## config.mk

```make
export PLATFORM = sky130hd
export DESIGN_NAME = id_stage_ctrl
export DESIGN_NICKNAME = d
export VERILOG_FILES = /design/src/rtl/id_stage_ctrl.sv
export SDC_FILE = /design/constraint.sdc
export NUM_CORES = 2
export LEC_CHECK = 0
export BUFFER_PORTS_ARGS = -buffer_cell sky130_fd_sc_hd__buf_2
export CAP_MARGIN = 20
export CORE_MARGIN = 2
export CORE_UTILIZATION = 30
export DETAILED_ROUTE_END_ITERATION = 8
export GPL_ROUTABILITY_DRIVEN = 0
export PLACE_DENSITY = 0.54
export SLEW_MARGIN = 20
export SYNTH_ARGS = -nofsm -noshare
export SYNTH_HDL_FRONTEND = slang
export SYNTH_SLANG_ARGS = --single-unit
```

## constraint.sdc

```tcl
create_clock -name clk -period 5.3 [get_ports clk]
set_input_delay 1.06 -clock clk [delete_from_list [all_inputs] [get_ports clk]]
set_output_delay 1.06 -clock clk [all_outputs]
set_load 0.05 [all_outputs]
```

## src/rtl/id_stage_ctrl.sv

```systemverilog
// Decode stage behind the IF/ID register. It decodes the instruction, reads the register file
// with a WB bypass, resolves BEQ, drives the IF-side stall/flush controls and holds the ID/EX register.
module id_stage_ctrl #(
    parameter int DW       = 32,
    parameter bit RF_CLEAR = 1'b1
) (
    input  logic          clk,
    input  logic          rst,
    input  logic [DW-1:0] Next_Address_in,
    input  logic [31:0]   Instruction_in,
    input  logic          mem_RegWrite,
    input  logic [4:0]    mem_WReg,
    input  logic          wb_RegWrite,
    input  logic [4:0]    wb_WReg,
    input  logic [DW-1:0] wb_Data,
    output logic          PCWrite,
    output logic          hzdetect,
    output logic          freeze,
    output logic          flush,
    output logic          PCSrc,
    output logic [DW-1:0] Branch_Address,
    output logic [6:0]    idex_Ctrl,
    output logic [DW-1:0] idex_RD1,
    output logic [DW-1:0] idex_RD2,
    output logic [DW-1:0] idex_Imm,
    output logic [4:0]    idex_Rs,
    output logic [4:0]    idex_Rt,
    output logic [4:0]    idex_Rd,
    output logic [5:0]    idex_Funct
);

    localparam logic [5:0] OP_RTYPE = 6'h00;
    localparam logic [5:0] OP_BEQ   = 6'h04;
    localparam logic [5:0] OP_ADDI  = 6'h08;
    localparam logic [5:0] OP_LW    = 6'h23;
    localparam logic [5:0] OP_SW    = 6'h2B;

    // Control word bits: {RegWrite, MemRead, MemWrite, ALUSrc, RegDst, ALUOp[1:0]}
    localparam int CB_REGWRITE = 6;
    localparam int CB_MEMREAD  = 5;
    localparam int CB_REGDST   = 2;

    logic [5:0]    opcode;
    logic [4:0]    rs, rt, rd;
    logic [5:0]    funct;
    logic [DW-1:0] imm_ext;

    assign opcode  = Instruction_in[31:26];
    assign rs      = Instruction_in[25:21];
    assign rt      = Instruction_in[20:16];
    assign rd      = Instruction_in[15:11];
    assign funct   = Instruction_in[5:0];
    assign imm_ext = {{(DW-16){Instruction_in[15]}}, Instruction_in[15:0]};

    logic [6:0] ctrl_dec;
    logic       uses_rs, uses_rt, is_beq;

    // NOTE: every signal written in always_comb gets a default first, so no path leaves it
    // unassigned and no latch is inferred.
    always_comb begin
        ctrl_dec = '0;
        uses_rs  = 1'b0;
        uses_rt  = 1'b0;
        is_beq   = 1'b0;
        if (Instruction_in != '0) begin
            unique case (opcode)
                OP_RTYPE: begin ctrl_dec = 7'b1000110; uses_rs = 1'b1; uses_rt = 1'b1; end
                OP_LW:    begin ctrl_dec = 7'b1101000; uses_rs = 1'b1; end
                OP_SW:    begin ctrl_dec = 7'b0011000; uses_rs = 1'b1; uses_rt = 1'b1; end
                OP_ADDI:  begin ctrl_dec = 7'b1001000; uses_rs = 1'b1; end
                OP_BEQ:   begin uses_rs = 1'b1; uses_rt = 1'b1; is_beq = 1'b1; end
                default:  ;
            endcase
        end
    end

    logic [DW-1:0] rf [32];
    logic          rf_we;

    assign rf_we = wb_RegWrite && (wb_WReg != 5'd0);

    // NOTE: the register file is only cleared when RF_CLEAR is set; otherwise it has no reset
    // so it can map onto plain RAM without a reset port.
    generate
        if (RF_CLEAR) begin : g_rf_clear
            always_ff @(posedge clk or negedge rst) begin
                if (!rst) begin
                    for (int i = 0; i < 32; i++) rf[i] <= '0;
                end else if (rf_we) begin
                    rf[wb_WReg] <= wb_Data;
                end
            end
        end else begin : g_rf_noclear
            always_ff @(posedge clk) begin
                if (rf_we) rf[wb_WReg] <= wb_Data;
            end
        end
    endgenerate

    logic [DW-1:0] rd1, rd2;

    // WB write data is forwarded in the same cycle, so ID never sees the stale entry.
    always_comb begin
        rd1 = rf[rs];
        rd2 = rf[rt];
        if (rs == 5'd0)                         rd1 = '0;
        else if (rf_we && (wb_WReg == rs))      rd1 = wb_Data;
        if (rt == 5'd0)                         rd2 = '0;
        else if (rf_we && (wb_WReg == rt))      rd2 = wb_Data;
    end

    logic [6:0]    ctrl_q, ctrl_d;
    logic [DW-1:0] rd1_q, rd1_d, rd2_q, rd2_d, imm_q, imm_d;
    logic [4:0]    rs_q, rs_d, rt_q, rt_d, rd_q, rd_d;
    logic [5:0]    funct_q, funct_d;

    logic [4:0] ex_dest;
    logic       ex_valid, stall_a, stall_b, stall, mem_valid;

    assign ex_dest   = ctrl_q[CB_REGDST] ? rd_q : rt_q;
    assign ex_valid  = ctrl_q[CB_REGWRITE] && (ex_dest != 5'd0);
    assign mem_valid = mem_RegWrite && (mem_WReg != 5'd0);

    assign stall_a = ctrl_q[CB_MEMREAD] && (rt_q != 5'd0) &&
                     ((uses_rs && (rt_q == rs)) || (uses_rt && (rt_q == rt)));
    assign stall_b = is_beq &&
                     ((ex_valid  && ((ex_dest  == rs) || (ex_dest  == rt))) ||
                      (mem_valid && ((mem_WReg == rs) || (mem_WReg == rt))));
    assign stall   = stall_a || stall_b;

    assign PCWrite        = !stall;
    assign hzdetect       = stall;
    assign freeze         = stall;
    assign PCSrc          = is_beq && !stall && (rd1 == rd2);
    assign flush          = PCSrc;
    assign Branch_Address = Next_Address_in + {imm_ext[DW-3:0], 2'b00};

    // Stalls and branches resolved here both send an all-zero bubble down to EX.
    always_comb begin
        ctrl_d  = '0;
        rd1_d   = '0;
        rd2_d   = '0;
        imm_d   = '0;
        rs_d    = '0;
        rt_d    = '0;
        rd_d    = '0;
        funct_d = '0;
        if (!stall && !is_beq) begin
            ctrl_d  = ctrl_dec;
            rd1_d   = rd1;
            rd2_d   = rd2;
            imm_d   = imm_ext;
            rs_d    = rs;
            rt_d    = rt;
            rd_d    = rd;
            funct_d = funct;
        end
    end

    // NOTE: state registers use non-blocking assignments so every flop samples pre-edge values.
    always_ff @(posedge clk or negedge rst) begin
        if (!rst) begin
            ctrl_q  <= '0;
            rd1_q   <= '0;
            rd2_q   <= '0;
            imm_q   <= '0;
            rs_q    <= '0;
            rt_q    <= '0;
            rd_q    <= '0;
            funct_q <= '0;
        end else begin
            ctrl_q  <= ctrl_d;
            rd1_q   <= rd1_d;
            rd2_q   <= rd2_d;
            imm_q   <= imm_d;
            rs_q    <= rs_d;
            rt_q    <= rt_d;
            rd_q    <= rd_d;
            funct_q <= funct_d;
        end
    end

    assign idex_Ctrl  = ctrl_q;
    assign idex_RD1   = rd1_q;
    assign idex_RD2   = rd2_q;
    assign idex_Imm   = imm_q;
    assign idex_Rs    = rs_q;
    assign idex_Rt    = rt_q;
    assign idex_Rd    = rd_q;
    assign idex_Funct = funct_q;

endmodule
```

# == Word-level counts from Yosys, hierarchy flattened ==
# Index checks and enable logic that the tools add are counted.
# Widths: inputs -> output; s select.
# word_totals
elab_cells,124
rom_bits,0
output_inout_bits,161
mem_bits_rw,0
latchBits,0
in_bits,110
n_memories,0
register_bits,1148
# classes
n_div,0
eq_ne,13
n_shift,0
add_sub_neg,1
magnitude_cmp,4
muxes,30
mul,0
reduce_logical,33
n_bitwise,3
# op_table
cell,count
$bwmux 1024,1
$mux 32,12
$bmux 32 s5,2
$demux 32 s5,1
$eq 5x5->1,8
$add 32x32->32,1
$eq 32x32->1,1
$reduce_bool 32->1,1
$pmux 7 s4,1
$mux 5,4
$reduce_bool 5->1,4
$ge 6x6->1 const B,3
$not 5->6,3
$logic_and 1x1->1,16
$mux 7,2
$eq 6x6->1 const B,2
$logic_not 5->1,2
$eq 6x3->1 const B,1
$eq 6x4->1 const B,1
$logic_not 6->1,1
$lt 6x1->1 const B,1
$mux 1,6
$mux 6,1
$logic_or 1x1->1,5
3 further kinds,4

# == Depth between registers and ports, before layout ==
# depth
depth_word,11
ltp_mapped,16

# == Least setup slack after synthesis ==
# OpenSTA, ideal clock, no wires.
# synth_timing
path_kind,input-to-output
start,input Instruction_in[21]
end,output flush
path_stages,14
setup_slack_ns,-0.502
required_ns,4.240
arrival_ns,4.742
n_path_buf,6
cell_sequence,buf_6 -> buf_8 -> buf_6 -> buf_4 -> buf_2 -> mux4_2 -> a221oi_1 -> nand4_1 -> o21ai_0 -> o221ai_1 -> a21oi_1 -> o2111ai_1 -> nor4_2 -> buf_4
# synth_between
elab_chain_len,9
word_cells_on_any_way,31
# synth_rtl
element,line_no,text
start: declaration,10,"input logic [31:0] Instruction_in,"
"parallel branches: the longest is 8 deep, another holds $bmux 32 s5",--,
$logic_and 1x1->1 (*),134,assign PCSrc = is_beq && !stall && (rd1 == rd2);
end: declaration,19,"output logic flush,"
# Every way passes the cells marked *. The select of a mux whose other input is x is not followed.

# == Worst setup path after layout ==
# layout_timing
start,input Instruction_in[16]
end,output flush
# layout_between
elab_chain_len,9
word_cells_on_any_way,31
# layout_rtl
element,line_no
"parallel branches: the longest is 8 deep, another holds $bmux 32 s5",--
$logic_and 1x1->1 (*),134
# Marks and branches as above.

==> run summary <==
Final core occ: 37.0%
Tcrit/Tclk final: 111%
Setup ws final: -0.598 ns
Total Power: 27,200 uW
CTS buffer count: 120
Switching power: 8250 uW
Post-Route WL: 243,000 microns
Static Leak: 0.0322 uW
I/O Buffers: 265
Clock slew at reported path FFs: 0.06 ns
Largest family of logic cells by synthesized area: multiplexers
Commonest non-fill, non-tap cell in the layout: dfrtp_1
Worst-Margin Slew: 1.14 ns
Clock Sinks: 1,119
Number of DRC markers in iteration 0: 4,427
Via count: 43,300
Maximum VDD drop: 0.269 mV
# IOs: 271
Synth top area share: 46.4%
Clock power frac: 33.8%
Number of synthesized flops with an enable pin: 0
Internal power: 18,900 uW
Post-DRT Antenna Nets: 0
RSZ-0062 raised after global routing: true
Main synth FF type: dfrtp_1
Syn nets: 4,436
TritonCTS clock tree: done
CP endpoint kind: primary output
CORE AREA: 200,000 sq um
DP Worst Slack: -1.15 ns
Largest net degree at the start of global routing: 164
Switch share: 30.4%
Post-synthesis sequential area ratio: 46.4%
Nets: 5,020
Area leader, netlist: dfrtp_1
Crit Path Max Fanout: 12
Flop and latch count out of synthesis: 1,119
Tot GR Track Use: 23.5%
Synth area leaders: dfrtp_1, mux4_2, mux2_2
Power per cell area: 368 nW/um^2
Max-slew violations: 0
Initial Utilization: 30.2%
First-pass GRT wire length: 344,000 microns
Final number of hold-violating endpoints: 0
Syn-to-layout area delta: 22.5%
Max_slew headroom: 24.2%
Synth Area in Adders: 0.635%
XOR/XNOR share of the synthesized area: 1.34%
Via density: 5.67
Synth Area per Inst: 14.0 sq um
Share of layout cells above drive strength 1: 53.3%
Worst setup path class: input port to primary output
F_max: 170 MHz
Die height: 452 microns
Final setup vio count: 2
HPWL after DPL: 165,000 microns
Wire per inst: 31.8 microns
Clock Path Buffers: 3
Max Cap Viol: 0
Die area: 205,000 sq um
Setup crit start kind: input port
Crit path required time: 4.24 ns
Root Buffer: clkbuf_16
Critical path arrival: 4.84 ns
Vias in the first global route: 44,700
H-tree depth: 3
Clk_lat worst skew: 0.78 ns
Outcome: finished, violations left
Failing checks: negative setup slack
Mux cell area share after synthesis: 37.6%
Initial DRT Pass Iterations: 6
Initial antenna violation count: 19
Clock skew: 0.0329 ns
Worst hold path class: input port to async pin
Final Instance Area: 73,800 sq um
Async SR Flop Fraction: 100%
Placed standard-cell area: 68,500 sq um
Total gr overflow: 0
Syn Inst Count: 4,296
Simple-Gate Fraction of Synth Area: 4.44%
Most frequent cells in the layout: dfrtp_1, mux2_2, buf_4
FILL cells: 19,000
Chip Width: 452 microns
Library cells used by synthesis: 82
Combinational power share: 24.6%
Cell area after synthesis: 60,300 sq um
YS warnings: 0
Post-route DRC: 0
Synth Area in Compound Gates: 5.40%
Rows: 164
Part of the power in registers: 41.6%
Total negative slack: -1.20 ns
Min Tclk post-route: 5.90 ns
==> cells by family after synthesis <==
group,count (synthesis)
mux,1537
flops,1119
simple gates,550
compound gates,486
buf+inv,481
xor+xnor,92
fa+ha+maj,30
other cells,1
==> power groups by stage <==
| stage | clock, uW | sequential [uW] | combinational (uW) |
|---|---|---|---|
| after floorplan | 0 | 11300 | 4090 |
| after global placement | 0 | 11300 | 6430 |
| after detailed placement | 0 | 11400 | 6520 |
| after CTS | 9330 | 11200 | 6650 |
| after global routing | 9680 | 11500 | 7070 |
| final | 9190 | 11300 | 6690 |
==> synth_stat cells (29+ instances only) <==
cell / number
dfrtp_1: 1119
xnor2_1: 69
mux2i_1: 119
buf_2: 66
ha_1: 29
mux4_2: 480
nand2_1: 156
a22oi_1: 41
nor2_1: 150
a21oi_1: 56
nor3_1: 43
clkbuf_1: 270
nand3_1: 32
buf_6: 35
and2_1: 45
o22ai_1: 94
mux2_2: 930
buf_4: 57
o21ai_0: 117
==> flip-flops by register name (all words and copies together) (netlist names) <==
name,count
idex_Rt,5
rf,1024
idex_Funct,5
idex_Rd,4
idex_Ctrl,5
idex_RD1,32
idex_RD2,32
idex_Rs,5
idex_Imm,7
==> final timing paths <==
check	cells after the start	endpoint	slack (ns)	from
setup reg to reg	8	idex_RD1[26]$_DFF_PN0_	1.33	idex_Rt[0]$_DFF_PN0_
max in group asynchronous	2	rf[189]$_DFFE_PN0P_	3.54	rst
setup / recovery	15	flush	-0.60	Instruction_in[16]
min in group clk	0	rf[1018]$_DFFE_PN0P_	0.38	rf[1018]$_DFFE_PN0P_
hold reg to reg	0	rf[1018]$_DFFE_PN0P_	0.38	rf[1018]$_DFFE_PN0P_
hold / removal	1	rf[7]$_DFFE_PN0P_	0.29	rst
==> cell type report <==
type	count	area, sq um	share of cell area [%]
antenna	9	22.5	0.0305
clock buffer	168	3520	4.76
clock inverter	58	759	1.03
inverter	25	93.8	0.127
multi-input combinational	2696	30400	41.2
sequential	1119	28000	37.9
tap	2656	3320	4.50
timing repair buffer	918	7730	10.5
==> critical path, stage by stage <==
cell	delay (ns)
buf_16	0.16
buf_4	0.15
mux4_2	0.51
a221o_1	0.41
o21ai_0	0.27
o32ai_2	0.24
xnor2_2	0.25
nand3_1	0.16
buf_4	0.20
nor4_1	0.27
buf_4	0.19
o2111ai_4	0.13
nor4_4	0.42
buf_4	0.21
buf_8	0.14
==> metrics by stage <==
| step | hold WS [ns] | std cells |
|---|---|---|
| 6_report | 0.293 | 7649 |
| 5_1_grt | 0.349 | 7643 |
| 4_1_cts | 0.290 | 7636 |
| 3_5_place_dp | 0.367 | 7377 |
| 3_3_place_gp | 0.364 | 7377 |
| 2_1_floorplan | 0.428 | 4296 |
==> layer usage <==
metal | GRT usage, % | routed length (microns)
met5 | 0 | 59
met4 | 13.2 | 15100
met3 | 4.93 | 18400
met2 | 38.4 | 116000
met1 | 29.0 | 94300
==> repair_timing <==
action	4_1_cts	5_1_grt
pin swaps	10	10
gates resized for setup	86	28
buffers inserted	28	4
endpoints found under the setup margin	2	5
hold buffers	0	0
cloned	5	0
No activity file was read; power rests on OpenSTA's default activity.
